==> src/rtl/fwd_pipe_chain.sv <==
// DEPTH-stage write-back tracker: carries tag/dest/result toward the register file and
// answers youngest-first forwarding lookups. Optional counters behind FWD_PIPE_PERF_EN.
module fwd_pipe_chain #(
    parameter int DW       = 32,
    parameter int AW       = 5,
    parameter int DEPTH    = 3,
    parameter int NSRC     = 2,
    parameter int LD_STAGE = 1,
    parameter int SW       = $clog2(DEPTH + 1)
) (
    input  logic               clk,
    input  logic               rst,
    input  logic               hold,
    input  logic               flush,
    input  logic               in_valid,
    input  logic               in_wr,
    input  logic [AW-1:0]      in_rd,
    input  logic [DW-1:0]      in_data,
    input  logic               in_rdy,
    input  logic [DW-1:0]      ld_data,
    input  logic [NSRC*AW-1:0] src_addr,
    output logic [NSRC*SW-1:0] fwd_sel,
    output logic [NSRC*DW-1:0] fwd_data,
    output logic               stall_req,
    output logic               wb_en,
    output logic [AW-1:0]      wb_addr,
    output logic [DW-1:0]      wb_data
`ifdef FWD_PIPE_PERF_EN
    ,
    output logic [31:0]        perf_fwd,
    output logic [31:0]        perf_stall
`endif
);

    logic [DEPTH-1:0] v_q;
    logic [DEPTH-1:0] wr_q;
    logic [DEPTH-1:0] rdy_q;
    logic [AW-1:0]    rd_q   [DEPTH];
    logic [DW-1:0]    data_q [DEPTH];

    logic [DEPTH-1:0] ready;
    logic [DW-1:0]    eff    [DEPTH];
    logic             hit_found;
    logic [AW-1:0]    cur_src;

    always_ff @(posedge clk) begin
        if (rst) begin
            v_q   <= '0;
            wr_q  <= '0;
            rdy_q <= '0;
            for (int k = 0; k < DEPTH; k++) begin
                rd_q[k]   <= '0;
                data_q[k] <= '0;
            end
        end else if (!hold) begin
            v_q[0]    <= in_valid & ~flush;
            wr_q[0]   <= in_wr;
            rd_q[0]   <= in_rd;
            data_q[0] <= in_data;
            rdy_q[0]  <= in_rdy;
            for (int k = 1; k < DEPTH; k++) begin
                v_q[k]  <= v_q[k-1];
                wr_q[k] <= wr_q[k-1];
                rd_q[k] <= rd_q[k-1];
                // A pending load leaving LD_STAGE picks up the memory data on its way out.
                if ((k - 1 == LD_STAGE) && !rdy_q[k-1]) begin
                    data_q[k] <= ld_data;
                    rdy_q[k]  <= 1'b1;
                end else begin
                    data_q[k] <= data_q[k-1];
                    rdy_q[k]  <= rdy_q[k-1];
                end
            end
        end else if (flush) begin
            v_q[0] <= 1'b0;
        end
    end

    always_comb begin
        ready = '0;
        for (int k = 0; k < DEPTH; k++) begin
            ready[k] = rdy_q[k] | (k == LD_STAGE);
            eff[k]   = ((k == LD_STAGE) && !rdy_q[k]) ? ld_data : data_q[k];
        end
    end

    // Youngest hit decides: a not-ready younger hit stalls even if an older one is ready.
    always_comb begin
        fwd_sel   = '0;
        fwd_data  = '0;
        stall_req = 1'b0;
        hit_found = 1'b0;
        cur_src   = '0;
        for (int p = 0; p < NSRC; p++) begin
            cur_src   = src_addr[p*AW +: AW];
            hit_found = 1'b0;
            for (int k = 0; k < DEPTH; k++) begin
                if (!hit_found && v_q[k] && wr_q[k] && (rd_q[k] == cur_src) && (cur_src != '0)) begin
                    hit_found = 1'b1;
                    if (ready[k]) begin
                        fwd_sel[p*SW +: SW]  = SW'(k + 1);
                        fwd_data[p*DW +: DW] = eff[k];
                    end else begin
                        stall_req = 1'b1;
                    end
                end
            end
        end
    end

    assign wb_en   = v_q[DEPTH-1] & wr_q[DEPTH-1] & (rd_q[DEPTH-1] != '0);
    assign wb_addr = rd_q[DEPTH-1];
    assign wb_data = data_q[DEPTH-1];

`ifdef FWD_PIPE_PERF_EN
    logic [32:0] fwd_sum;

    always_comb begin
        fwd_sum = {1'b0, perf_fwd};
        for (int p = 0; p < NSRC; p++) begin
            if (fwd_sel[p*SW +: SW] != '0) begin
                fwd_sum = fwd_sum + 33'd1;
            end
        end
    end

    always_ff @(posedge clk) begin
        if (rst) begin
            perf_fwd   <= '0;
            perf_stall <= '0;
        end else begin
            perf_fwd <= fwd_sum[32] ? 32'hFFFF_FFFF : fwd_sum[31:0];
            if (stall_req && (perf_stall != 32'hFFFF_FFFF)) begin
                perf_stall <= perf_stall + 32'd1;
            end
        end
    end
`endif

endmodule

==> config.mk <==
export PLATFORM = sky130hd
export DESIGN_NAME = fwd_pipe_chain
export DESIGN_NICKNAME = d
export VERILOG_FILES = /design/src/rtl/fwd_pipe_chain.sv
export SDC_FILE = /design/constraint.sdc
export NUM_CORES = 1
export LEC_CHECK = 0
export ABC_AREA = 1
export CAP_MARGIN = 25
export CORE_MARGIN = 5
export CORE_UTILIZATION = 40
export CTS_CLUSTER_DIAMETER = 100
export CTS_CLUSTER_SIZE = 20
export DETAILED_ROUTE_END_ITERATION = 12
export HOLD_SLACK_MARGIN = 0.02
export PLACE_DENSITY = 0.68
export SLEW_MARGIN = 30
export SYNTH_ARGS = -nofsm -noshare
export SYNTH_HDL_FRONTEND = slang
export SYNTH_SLANG_ARGS = --single-unit
==> constraint.sdc <==
create_clock -name clk -period 10.06 [get_ports clk]
set_clock_uncertainty 0.05 [all_clocks]
set_input_delay 3.018 -clock clk [delete_from_list [all_inputs] [get_ports clk]]
set_output_delay 3.018 -clock clk [all_outputs]
set_load 0.05 [all_outputs]
==> impl_metrics.py <==
metrics = {
    "outcome": {
        "status": "finished, final reports clean",
    },
    "timing": {
        "fmax_mhz": 109.0,
        "final.setup.tns_ns": 0,
        "setup_viol": 0,
        "fin_crit_ns": 9.179,
        "min_period_over_period_pct": 91.24,
        "report.final.slew_viol_count": 0,
        "rsz0062_at_grt": "no",
        "slew_headroom_pct": 35.45,
        "worst_pin_slew_ns": 0.9648,
        "hold_viol_final": 0,
    },
    "die": {
        "rows": 49,
        "core_region_area_um2": 18090,
        "dieArea_um2": 21320,
        "die_h_um": 146.0,
        "start_util_pct": 40.91,
        "dieWidth_um": 146.0,
        "io_pins": 193,
    },
    "placed_design": {
        "hpwlAfterDp_um": 14140,
        "io_buffers": 192,
        "routabilityCongestion": 0.8715,
        "place_area_um2": 9371,
    },
    "yosys": {
        "syn_nets": 1012,
        "synth_area_um2": 7400,
        "async_reset_ff_share_pct": 0,
        "ys_top_cells_by_count": "nand2_1, inv_1, nor2_1, edfxtp_1, nand3b_1",
        "ys_seq_elements": 120,
        "synth_edf_count": 111,
        "syn_inst": 926,
        "synth_top_area_share_pct": 45.05,
        "yosysSeqAreaShare_pct": 47.48,
        "syn-mean-instance-area_um2": 7.991,
        "yosysTopAreaCell": "edfxtp_1",
        "ys.warnings.count": 0,
        "synth-main-ff-cell": "edfxtp_1",
        "ys_types": 33,
        "synthTopCellsByArea": "edfxtp_1, nand2_1, inv_1",
        "yosysMostFrequentCell": "nand2_1",
    },
    "clock_network": {
        "postCtsSetupBuffers": 0,
        "clkTransAtPathRegs_ns": 0.05,
        "cts_tree": "done",
        "clkSinkCount": 120,
        "cts_buffer_depth": 2,
        "cts_buffers": 17,
        "htreeDepth": 4,
        "clock_latency_ns": 0.41,
        "postCtsResizedCells": 0,
        "cts_hold_buf": 0,
        "cts_root_buffer": "clkbuf_16",
    },
    "global_routing": {
        "grt_pass1_wl_um": 32860,
        "antenna_found_initial": 0,
        "grt_pass1_vias": 6136,
        "grt_usage_pct": 19.19,
        "grt_max_degree": 85,
        "overflow": 0,
    },
    "critical_path": {
        "start_kind": "input port",
        "worstSetupPathType": "in -> out",
        "endpoint_kind": "output port",
        "path_max_fanout": 32,
        "arrival_ns": 6.11,
        "crit_required_ns": 6.99,
    },
    "routing": {
        "drt_pre_antenna_iters": 5,
        "wl_per_cell_um": 15.58,
        "postRouteWirelength_um": 20780,
        "vias": 6426,
        "drt-vias-per-instance": 4.817,
        "drc": 0,
        "ant_nets": 0,
        "initialDrtViolationCount": 312,
    },
    "pwr": {
        "ir_worst_vdd_uv": 106.2,
        "p_switching_w": 0.0003435,
        "p_leak_nw": 4.326,
        "pwr-share-seq_pct": 44.6,
        "sw_frac_of_total_pct": 24.90,
        "clock_power_share_pct": 43.2,
        "p_per_area_nw_per_um2": 138.8,
        "internal_power_w": 0.001036,
        "p_comb_share_pct": 12.2,
    },
    "finish": {
        "drive_gt1_share_pct": 6.425,
        "synthToLayoutAreaGrowth_pct": 34.33,
        "final_area_um2": 9940,
        "num-nets-final": 1179,
        "diodes": 0,
    },
    "job": {
        "drv_cap": 0,
    },
    "min_path": {
        "hold_class": "reg -> reg",
    },
}
cell type report:
type                            count  area, um^2
Fill cell                        1695        8147
Tap cell                          229       286.5
Sequential cell                   120        3521
Clock inverter                     11       131.4
Timing Repair Buffer              195        1957
Inverter                          170       638.1
Clock buffer                       20       436.7
Multi-Input combinational cell    589        2969
cell usage in the layout, fill, tap and decap left out, types with 7 or more instances in the layout:
cell               n
nand3_1           39
mux2i_1           31
clkdlybuf4s50_1  192
inv_2             11
o21ai_0           24
o21ai_1           18
nand3_2           11
dfxtp_1            7
nand3b_1          45
edfxtp_1         111
inv_1            158
nor2_1           135
nand2_1          244
clkbuf_16         17
worst paths after layout:
| kind | from | endpoint | slack [ns] | depth (start not counted) |
|---|---|---|---|---|
| setup / recovery | src_addr[8] | fwd_data[32] | 0.88 | 10 |
| setup reg to reg | rdy_q[1] | data_q[2][31] | 8.32 | 5 |
| hold reg to reg | wr_q[0] | wr_q[1] | 0.43 | 2 |
| hold / removal | wr_q[0] | wr_q[1] | 0.43 | 2 |
cells by family after synthesis:
family,share of synthesized area (%)
AO/OA/AOI/OAI,3.517
XOR/XNOR,1.065
buffers and inverters,12.82
flip-flops,47.48
multiplexers,4.193
AND/OR/NAND/NOR,30.93
stage by stage:
step | utilization, % | hold WS, ns | setup slack, ns | power [W] | cells
floorplan | - | 0.4054 | 2.146 | 0.0007143 | 926
global placement | 51.74 | 0.4193 | 0.8856 | 0.0007924 | 1303
detailed placement | 51.82 | 0.4251 | 0.9109 | 0.0007941 | 1303
CTS | 54.96 | 0.4361 | 0.8896 | 0.001387 | 1334
global route | 54.96 | 0.4640 | 0.6454 | 0.001429 | 1334
finish | 54.96 | 0.4320 | 0.8815 | 0.001379 | 1334
power groups by stage:
stage	clock network, W	logic (W)	registers [W]
finish	0.000596	0.000168	0.000615
global route	0.000628	0.000181	0.000621
CTS	0.000602	0.000170	0.000615
detailed placement	0	0.000169	0.000625
global placement	0	0.000167	0.000625
floorplan	0	0.0000698	0.000645
critical path: stages:
cell             delay, ns
clkdlybuf4s50_1       0.62
inv_2                 0.10
a21oi_1               0.23
nand3_1               0.11
nor2_1                0.19
nand2_2               0.49
o21ai_0               0.40
inv_1                 0.07
nand2_1               0.07
clkdlybuf4s50_1       0.80
routing by layer:
metal / vias up / GRT usage (%) / wire, um
met5: - / 0 / 0
met1: 2959 / 24.91 / 9184
li1: 3229 / - / -
met3: 21 / 4.679 / 1509
met2: 217 / 32.59 / 9847
met4: 0 / 4.516 / 238
registers in the layout (all words and copies together), names as in the netlist:
register  cells
data_q       96
rd_q         15
rdy_q         3
v_q           3
wr_q          3
No activity file was read; power rests on OpenSTA's default activity.
